===== config.mk =====
export PLATFORM = sky130hd
export DESIGN_NAME = vending_machine_param
export DESIGN_NICKNAME = d
export VERILOG_FILES = /design/src/rtl/vending_machine_param.sv
export SDC_FILE = /design/constraint.sdc
export NUM_CORES = 1
export LEC_CHECK = 0
export ABC_AREA = 1
export BUFFER_PORTS_ARGS = -buffer_cell sky130_fd_sc_hd__buf_2
export CAP_MARGIN = 20
export CORE_ASPECT_RATIO = 1.1
export CORE_MARGIN = 4
export CORE_UTILIZATION = 43
export CTS_CLUSTER_DIAMETER = 80
export DETAILED_ROUTE_END_ITERATION = 12
export GPL_TIMING_DRIVEN = 0
export PLACE_DENSITY_LB_ADDON = 0.1
export RECOVER_POWER = 50
export SYNTH_ARGS = -nofsm -noshare
export SYNTH_HDL_FRONTEND = slang
export SYNTH_SLANG_ARGS = --single-unit

===== constraint.sdc =====
create_clock -name i_clk -period 3 [get_ports i_clk]
set_input_delay 0.75 -clock i_clk [delete_from_list [all_inputs] [get_ports i_clk]]
set_output_delay 0.75 -clock i_clk [all_outputs]
set_load 0.05 [all_outputs]

===== src/rtl/vending_machine_param.sv =====
// ---------------------------------------------------------------------------
// vending_machine_param
//   Multi-product vending controller. Credit is built up from 10/20/50/100
//   coins; a selection dispenses one of NUM_PROD products at its own price.
//   Remaining credit (after a sale, a cancel or an idle timeout) is paid back
//   one coin at a time to a hopper, largest coin first (50/20/10).
//
// Ports
//   i_clk, i_rst_n      clock (rising edge), asynchronous active-low reset
//   i_coin_valid/sel    coin insert strobe and denomination (0=10 1=20 2=50 3=100)
//   o_coin_reject       1-cycle pulse: the coin was not accepted
//   i_sel_valid/prod    product selection strobe and index
//   i_cancel            refund request
//   o_dispense_valid    1-cycle pulse with o_dispense_prod: release product
//   o_err_sel           1-cycle pulse: not enough credit or invalid index
//   o_change_valid/coin change coin offered to hopper (0=10 1=20 2=50)
//   i_change_ready      hopper takes the offered coin
//   o_credit            current credit
//   o_busy              dispensing or paying out change
// ---------------------------------------------------------------------------
module vending_machine_param #(
    parameter int                          NUM_PROD   = 4,
    parameter int                          PRICE_W    = 8,
    parameter logic [NUM_PROD*PRICE_W-1:0] PRICES     = {8'd50, 8'd30, 8'd20, 8'd10},
    parameter int                          MAX_CREDIT = 200,
    parameter int                          TIMEOUT    = 255
) (
    input  logic                        i_clk,
    input  logic                        i_rst_n,
    input  logic                        i_coin_valid,
    input  logic [1:0]                  i_coin_sel,
    output logic                        o_coin_reject,
    input  logic                        i_sel_valid,
    input  logic [$clog2(NUM_PROD)-1:0] i_sel_prod,
    input  logic                        i_cancel,
    output logic                        o_dispense_valid,
    output logic [$clog2(NUM_PROD)-1:0] o_dispense_prod,
    output logic                        o_err_sel,
    output logic                        o_change_valid,
    output logic [1:0]                  o_change_coin,
    input  logic                        i_change_ready,
    output logic [PRICE_W-1:0]          o_credit,
    output logic                        o_busy
);

    localparam int SW = $clog2(NUM_PROD);
    localparam int TW = $clog2(TIMEOUT + 1);

    typedef enum logic [1:0] {
        S_IDLE     = 2'd0,
        S_CREDIT   = 2'd1,
        S_DISPENSE = 2'd2,
        S_CHANGE   = 2'd3
    } state_t;

    state_t             state_q, state_d;
    logic [PRICE_W-1:0] credit_q, credit_d;
    logic [TW-1:0]      timer_q, timer_d;
    logic               coin_reject_d, dispense_valid_d, err_sel_d;
    logic [SW-1:0]      dispense_prod_d;

    logic [PRICE_W:0]   coin_val;
    logic [PRICE_W:0]   coin_sum;     // one extra bit so the ceiling check cannot wrap
    logic               sel_ok;
    logic [PRICE_W-1:0] price;
    logic [PRICE_W-1:0] change_amt;
    logic [1:0]         change_code;

    // Coin value, selected price and the greedy change coin for the current credit.
    always_comb begin
        case (i_coin_sel)
            2'd0:    coin_val = (PRICE_W+1)'(10);
            2'd1:    coin_val = (PRICE_W+1)'(20);
            2'd2:    coin_val = (PRICE_W+1)'(50);
            default: coin_val = (PRICE_W+1)'(100);
        endcase
        coin_sum = {1'b0, credit_q} + coin_val;

        sel_ok = (int'(i_sel_prod) < NUM_PROD);
        price  = sel_ok ? PRICES[int'(i_sel_prod)*PRICE_W +: PRICE_W] : '0;

        if (credit_q >= PRICE_W'(50)) begin
            change_amt  = PRICE_W'(50);
            change_code = 2'd2;
        end else if (credit_q >= PRICE_W'(20)) begin
            change_amt  = PRICE_W'(20);
            change_code = 2'd1;
        end else begin
            change_amt  = PRICE_W'(10);
            change_code = 2'd0;
        end
    end

    // NOTE: every signal gets a default before the case so no path leaves one
    // unassigned, which would otherwise infer a latch.
    always_comb begin
        state_d          = state_q;
        credit_d         = credit_q;
        timer_d          = '0;
        coin_reject_d    = 1'b0;
        dispense_valid_d = 1'b0;
        dispense_prod_d  = '0;
        err_sel_d        = 1'b0;

        case (state_q)
            S_IDLE, S_CREDIT: begin
                // Priority cancel > selection > coin; a coin losing arbitration is rejected.
                if (i_cancel) begin
                    coin_reject_d = i_coin_valid;
                    if (state_q == S_CREDIT) state_d = S_CHANGE;
                end else if (i_sel_valid) begin
                    coin_reject_d = i_coin_valid;
                    if (state_q == S_CREDIT && sel_ok && credit_q >= price) begin
                        credit_d         = credit_q - price;
                        dispense_valid_d = 1'b1;
                        dispense_prod_d  = i_sel_prod;
                        state_d          = S_DISPENSE;
                    end else begin
                        err_sel_d = 1'b1;
                    end
                end else if (i_coin_valid) begin
                    if (coin_sum <= (PRICE_W+1)'(MAX_CREDIT)) begin
                        credit_d = coin_sum[PRICE_W-1:0];
                        state_d  = S_CREDIT;
                    end else begin
                        coin_reject_d = 1'b1;
                    end
                end else if (state_q == S_CREDIT) begin
                    // The TIMEOUT-th consecutive quiet cycle triggers the refund.
                    if (timer_q == TW'(TIMEOUT - 1)) state_d = S_CHANGE;
                    else                             timer_d = timer_q + 1'b1;
                end
            end
            S_DISPENSE: begin
                coin_reject_d = i_coin_valid;
                state_d       = (credit_q != '0) ? S_CHANGE : S_IDLE;
            end
            S_CHANGE: begin
                coin_reject_d = i_coin_valid;
                if (i_change_ready) begin
                    credit_d = credit_q - change_amt;
                    if (credit_q == change_amt) state_d = S_IDLE;
                end
            end
            default: state_d = S_IDLE;
        endcase
    end

    // NOTE: registered state uses non-blocking assignments so every flop samples
    // the pre-edge values regardless of statement order.
    always_ff @(posedge i_clk or negedge i_rst_n) begin
        if (!i_rst_n) begin
            state_q          <= S_IDLE;
            credit_q         <= '0;
            timer_q          <= '0;
            o_coin_reject    <= 1'b0;
            o_dispense_valid <= 1'b0;
            o_dispense_prod  <= '0;
            o_err_sel        <= 1'b0;
        end else begin
            state_q          <= state_d;
            credit_q         <= credit_d;
            timer_q          <= timer_d;
            o_coin_reject    <= coin_reject_d;
            o_dispense_valid <= dispense_valid_d;
            o_dispense_prod  <= dispense_prod_d;
            o_err_sel        <= err_sel_d;
        end
    end

    assign o_credit       = credit_q;
    assign o_change_valid = (state_q == S_CHANGE);
    assign o_change_coin  = o_change_valid ? change_code : 2'd0;
    assign o_busy         = (state_q == S_DISPENSE) || (state_q == S_CHANGE);

endmodule


==> flow_metrics.py, run 1 <==
metrics = {
    "run_status": {
        "run_status": "finished, final reports clean",
    },
    "clock_network": {
        "htreeDepth": 1,
        "cts_made_buffers": 3,
        "clk_path_buf_depth": 2,
        "clk_pin_slew_ns": 0.08,
        "cts.hold.buffers_added": 0,
        "tritoncts": "yes",
        "insertion_delay_ns": 0.27,
        "clock_tree.root_cell": "sky130_fd_sc_hd__clkbuf_8",
        "clock-sinks": 22,
    },
    "layout": {
        "mostFrequentLayoutCell": "sky130_fd_sc_hd__nand2_1",
        "share_of_layout_cells_above_drive_strength_1_pct": 15.7,
        "final_net_count": 401,
        "layout-area-overhead-vs-synth_pct": 13.3,
        "count_of_antenna_diodes_in_the_layout": 0,
        "finalInstanceArea_sq_um": 2530,
        "layout_common_cells": "sky130_fd_sc_hd__nand2_1, sky130_fd_sc_hd__inv_1, sky130_fd_sc_hd__nor2_1, sky130_fd_sc_hd__nand3_1, sky130_fd_sc_hd__ha_1",
        "finish.cell_count_without_fillers": 420,
    },
    "pwr": {
        "power.switching_fraction_pct": 56.4,
        "seq_power_share_pct": 17.5,
        "share_comb_of_total_power_pct": 72.6,
        "power.density_nw_per_um2": 1130,
        "power.leakage_uw": 0.00141,
        "share_clk_of_total_power_pct": 9.9,
        "finalPower_uw": 2850,
        "netSwitchingPower_uw": 1600,
        "power_report.internal_total_uw": 1240,
        "vdd.ir_drop.worst_v": 0.000623,
    },
    "yosys": {
        "register_area_share_after_synthesis_pct": 24.6,
        "synth_warnings": 0,
        "synth.mux.area_fraction_pct": 0.896,
        "synth_xor_xnor_area_share_pct": 2.75,
        "compound_gate_portion_of_the_synthesized_area_pct": 9.97,
        "synthesis.nets": 370,
        "synth_seq_cells": 22,
        "cells_after_synth": 332,
        "synthAdderAreaFrac_pct": 16.4,
        "synth_area_per_cell_sq_um": 6.73,
        "main_combinational_cell_family_by_area_after_synthesis": "simple AND/OR/NAND/NOR gates",
        "post_synth_instance_area_sq_um": 2230,
        "synthDistinctLibCells": 36,
        "synthSimpleGateAreaFrac_pct": 35.2,
    },
    "setup_path": {
        "critPathKind": "primary input to flip-flop",
        "critPathMaxFanout": 8,
        "r2r-start": "o_credit[6]",
        "worst_setup_path_startpoint": "i_coin_sel[0]",
        "worstPathRequired_ns": 3.16,
        "critPathArrivalTime_ns": 2.97,
        "crit_path_end_kind": "flip-flop",
        "type_of_origin_of_the_critical_path": "primary input",
    },
    "global_route": {
        "overflow": 0,
        "number_of_global_route_vias_before_repair": 2160,
        "grt_first_pass_wirelength_mm": 9.53,
        "initial_antenna_violation_count": 0,
        "grt.total_usage_pct": 18.1,
        "grt_max_degree": 23,
    },
    "detailed_routing": {
        "route.final.wire_length_mm": 5.41,
        "via_count": 2144,
        "detail_route.vias_per_cell": 5.10,
        "drt_first_pass_iters": 4,
        "drt_first_iter_violations": 66,
        "wl_per_cell_um": 12.9,
        "route.detailed.drc": 0,
        "detail-route-antenna-nets": 0,
    },
    "placed_design": {
        "place_worst_setup_slack_ns": -0.211,
        "hpwlAfterDp_mm": 4.41,
        "placement.io_buffers": 25,
        "dpl-instance-area_sq_um": 2430,
        "placed_cells_incl_taps": 415,
        "place.gp.congestion": 0.866,
    },
    "floorplanning": {
        "core_sq_um": 5030,
        "start_util_pct": 44.4,
        "chipWidth_um": 76.7,
        "floorplan.io_pins": 27,
        "core.rowCount": 27,
        "die_height_um": 83.6,
        "die_area_sq_um": 6410,
    },
    "timing": {
        "relSlewSlack_pct": 22.2,
        "hold_viol": 0,
        "final_min_period_over_clock_period_pct": 93.5,
        "final.min_clock_period_ns": 2.80,
        "fin_skew_ns": 0.00662,
        "final_critical_path_setup_slack_ns": 0.196,
        "fmax_mhz": 357,
        "finalSetupViolCount": 0,
        "maxSlewViolCount": 0,
        "worst_slew_pin_slew_ns": 1.17,
        "unrepaired_setup_endpoints_after_global_routing": "true",
        "whs_ns": 0.484,
    },
    "run": {
        "drv_cap": 0,
    },
    "worst_hold_path": {
        "holdCritPathClass": "flip-flop to flip-flop",
        "hold_start": "timer_q[0]",
    },
}
[final timing paths]
kind                               end  depth (start not counted)  slack (ns)
setup reg to reg            state_q[0]                         15        0.24
max in group asynchronous  o_credit[6]                          1        1.53
setup / recovery           o_credit[7]                         19        0.20
hold reg to reg             timer_q[0]                          1        0.48
min in group asynchronous   timer_q[4]                          1        0.69
hold / removal              timer_q[0]                          1        0.48
[cells in the mapped netlist, drive strengths merged]
cell type / number / area, sq um
nand4: 5 / 31.3
nand2: 102 / 423
clkbuf: 4 / 15.0
a21oi: 13 / 68.8
o22ai: 1 / 6.26
nor4: 1 / 6.26
o311ai: 1 / 8.76
nor3: 3 / 15.0
o31ai: 1 / 7.51
nor2: 31 / 116
xor2: 4 / 35.0
or2: 2 / 12.5
clkinv: 1 / 3.75
ha: 26 / 325
a311oi: 1 / 8.76
o21ai: 16 / 80.1
buf: 2 / 12.5
nand3b: 3 / 22.5
o211ai: 2 / 15.0
a31oi: 3 / 18.8
xnor2: 3 / 26.3
o2111ai: 1 / 8.76
fa: 2 / 40.0
dfrtp: 22 / 551
nand3: 28 / 160
inv: 51 / 191
conb: 1 / 3.75
mux2i: 2 / 20.0
[cells by family (layout without fill, tap and decap cells)]
| logic type | count (synthesis) | count (layout) |
|---|---|---|
| xor+xnor | 7 | 7 |
| other cells | 1 | 1 |
| compound gates | 39 | 39 |
| buf+inv | 58 | 88 |
| flops | 22 | 22 |
| simple gates | 175 | 175 |
| fa+ha+maj | 28 | 28 |
| mux | 2 | 2 |
[stage by stage]
step / TNS, ns / utilization, %
floorplan: 0 / -
global placement: -1.45 / 48.3
detailed placement: -1.62 / 48.3
CTS: 0 / 49.7
global route: -0.0750 / 50.3
finish: 0 / 50.3
[registers in the layout, indices dropped and copies added, names as in the netlist]
| signal | flops |
|---|---|
| o_dispense_valid | 1 |
| state_q | 2 |
| o_dispense_prod | 2 |
| o_credit | 7 |
| o_coin_reject | 1 |
| o_err_sel | 1 |
| timer_q | 8 |
[power groups by stage]
stage	logic, uW	registers (uW)	clock network [uW]
4_1_cts	2040	493	290
3_3_place_gp	2010	499	0
2_1_floorplan	1430	647	0
6_report	2070	499	281
3_5_place_dp	2030	497	0
5_1_grt	2360	514	304
[timing repair]
item                       CTS  global route
setup buffers                0             1
setup endpoints to repair    0            10
gates resized for setup      0            15
[routing by layer]
metal | global-route usage [%] | up-vias | part of all wire (%)
met2 | 30.3 | 49 | 48
li1 | - | 1125 | -
met5 | 0 | - | 0
met4 | 8.07 | 0 | 2.8
met1 | 23.1 | 958 | 46
met3 | 2.16 | 12 | 3.8
[critical path, stage by stage]
cell	delay (ns)
sky130_fd_sc_hd__buf_2	0.13
sky130_fd_sc_hd__inv_4	0.07
sky130_fd_sc_hd__ha_2	0.17
sky130_fd_sc_hd__nor2_1	0.04
sky130_fd_sc_hd__nor2_1	0.10
sky130_fd_sc_hd__ha_2	0.20
sky130_fd_sc_hd__inv_1	0.05
sky130_fd_sc_hd__fa_2	0.53
sky130_fd_sc_hd__inv_1	0.04
sky130_fd_sc_hd__o21ai_1	0.17
sky130_fd_sc_hd__nand3_2	0.11
sky130_fd_sc_hd__nand3_2	0.07
sky130_fd_sc_hd__nand2_2	0.07
sky130_fd_sc_hd__nand2_2	0.06
sky130_fd_sc_hd__nand2_2	0.06
sky130_fd_sc_hd__nand2_4	0.13
sky130_fd_sc_hd__nand2_4	0.09
sky130_fd_sc_hd__nand2_1	0.08
sky130_fd_sc_hd__nand2_1	0.04
[final cells by class]
type	count	area [sq um]
Inverter	52	198
Clock inverter	1	30.0
Multi-Input combinational cell	252	1480
Timing Repair Buffer	26	125
Sequential cell	22	553
Fill cell	539	2500
Tap cell	58	72.6
Clock buffer	3	41.3
Buffer	6	27.5
Power figures use the tool's default switching activity.
==> run 2, diff against run 1 <==
Settings changed: RECOVER_POWER 50 to not set.
==> flow_metrics.py, run 2 (synthesis gave the netlist of run 1 again) <==
metrics = {
    "floorplanning": {
        "start_util_pct": 44.4,
        "core_sq_um": 5030,
        "die_height_um": 83.6,
        "die_area_sq_um": 6410,
        "floorplan.io_pins": 27,
        "core.rowCount": 27,
        "chipWidth_um": 76.7,
    },
    "setup_path": {
        "worst_path_largest_cell_delay_ns": 0.53,
        "crit_path_end_kind": "flip-flop",
        "type_of_origin_of_the_critical_path": "primary input",
        "critical_path.n_buffers_inverters": 4,
        "cp_cell_sequence": "buf_2 -> inv_4 -> ha_2 -> nor2_1 -> nor2_1 -> ha_2 -> inv_1 -> fa_2 -> inv_1 -> o21ai_1 -> nand3_2 -> nand3_2 -> nand2_2 -> nand2_2 -> nand2_2 -> nand2_4 -> nand2_4 -> nand2_1 -> nand2_1",
        "cp_slowest_cell": "sky130_fd_sc_hd__fa_2",
        "critical_path.top_delay_family": "adder cells",
        "critical-path-top-cell-by-count": "sky130_fd_sc_hd__nand2_2",
        "worstPathRequired_ns": 3.16,
        "critPathArrivalTime_ns": 2.97,
        "critPathMaxFanout": 8,
        "critPathKind": "primary input to flip-flop",
    },
    "timing": {
        "fmax_mhz": 357,
        "final.min_clock_period_ns": 2.80,
        "final_min_period_over_clock_period_pct": 93.5,
        "finalSetupViolCount": 0,
        "unrepaired_setup_endpoints_after_global_routing": "true",
        "fin_skew_ns": 0.00671,
        "maxSlewViolCount": 0,
        "hold_viol": 0,
    },
    "global_route": {
        "grt_first_pass_wirelength_mm": 9.53,
        "number_of_global_route_vias_before_repair": 2160,
        "initial_antenna_violation_count": 0,
        "overflow": 0,
        "grt.total_usage_pct": 18.1,
        "grt_max_degree": 23,
    },
    "layout": {
        "layout_common_cells": "sky130_fd_sc_hd__nand2_1, sky130_fd_sc_hd__inv_1, sky130_fd_sc_hd__nor2_1, sky130_fd_sc_hd__buf_2",
        "largest_reg_flops": 8,
        "share_of_layout_cells_above_drive_strength_1_pct": 17.4,
        "count_of_antenna_diodes_in_the_layout": 0,
        "layout-area-overhead-vs-synth_pct": 13.6,
        "top_register": "timer_q",
        "final_net_count": 401,
        "mostFrequentLayoutCell": "sky130_fd_sc_hd__nand2_1",
        "filler_cell_count": 536,
        "finalInstanceArea_sq_um": 2540,
        "finalCoreUtilization_pct": 50.4,
    },
    "clock_network": {
        "clock_tree.root_cell": "sky130_fd_sc_hd__clkbuf_8",
        "insertion_delay_ns": 0.27,
        "clk_pin_slew_ns": 0.09,
        "cts.hold.buffers_added": 0,
        "clk_path_buf_depth": 2,
        "cts_made_buffers": 3,
        "clock-sinks": 22,
        "tritoncts": "yes",
        "htreeDepth": 1,
    },
    "run_status": {
        "run_status": "finished, final reports clean",
    },
    "detailed_routing": {
        "wl_per_cell_um": 12.9,
        "detail-route-antenna-nets": 0,
        "drt_first_iter_violations": 67,
        "route.detailed.drc": 0,
        "via_count": 2146,
        "detail_route.vias_per_cell": 5.11,
        "drt_first_pass_iters": 4,
        "route.final.wire_length_mm": 5.41,
    },
    "pwr": {
        "power.leakage_uw": 0.00143,
        "power.density_nw_per_um2": 1120,
        "vdd.ir_drop.worst_v": 0.000623,
        "finalPower_uw": 2850,
    },
    "placed_design": {
        "hpwlAfterDp_mm": 4.41,
        "place.gp.congestion": 0.866,
        "dpl-instance-area_sq_um": 2430,
        "placement.io_buffers": 25,
    },
    "run": {
        "drv_cap": 0,
    },
    "worst_hold_path": {
        "holdCritPathClass": "primary input to async pin",
    },
}
[run 2: final timing paths]
kind                               end  slack (ns)          start  cells past startpoint
max                        o_credit[7]        0.20  i_coin_sel[0]                     19
min                         timer_q[4]        0.43        i_rst_n                      1
max reg2reg                 state_q[0]        0.24    o_credit[6]                     15
min reg2reg                 timer_q[0]        0.48     timer_q[0]                      1
max in group asynchronous  o_credit[6]        2.21        i_rst_n                      1
min in group i_clk          timer_q[0]        0.48     timer_q[0]                      1
[run 2: through the flow]
step | cells | setup WS, ns | setup TNS [ns] | hold slack (ns)
final | 420 | 0.196 | 0 | 0.431
after global routing | 420 | -0.0352 | -0.0750 | 0.476
after CTS | 419 | 0.0837 | 0 | 0.453
after detailed placement | 415 | -0.211 | -1.62 | 0.478
after global placement | 415 | -0.191 | -1.45 | 0.476
after floorplan | 332 | 0.216 | 0 | 0.454
[run 2: layout make-up]
cell class | count | area (sq um) | share of cell area, %
Timing Repair Buffer | 26 | 133 | 5.23
Sequential cell | 22 | 553 | 21.8
Tap cell | 58 | 72.6 | 2.86
Inverter | 52 | 198 | 7.79
Multi-Input combinational cell | 252 | 1480 | 58.4
Clock buffer | 3 | 41.3 | 1.63
Buffer | 6 | 27.5 | 1.08
Clock inverter | 1 | 30.0 | 1.18
[run 2: routing by layer]
layer,track usage [%],routed length [um],vias up,share of wire (%)
met5,0,0,-,0
met4,8.07,150,0,2.8
met3,2.16,204,12,3.8
met2,30.3,2570,49,48
met1,23.1,2480,960,46
li1,-,-,1125,-
[run 2: power breakdown]
part / switching [uW] / total [uW] / internal [uW] / leakage (uW)
Combinational: 1380 / 2070 / 693 / 0.00111
Clock: 103 / 281 / 178 / 0.0000357
Sequential: 125 / 498 / 373 / 0.000286
Total: 1600 / 2850 / 1240 / 0.00143
[run 2: repair_timing]
item / 4_1_cts / 5_1_grt
setup buffers: 0 / 1
setup endpoints to repair: 0 / 10
resized for setup: 0 / 15
hold endpoints to repair: 0 / 0
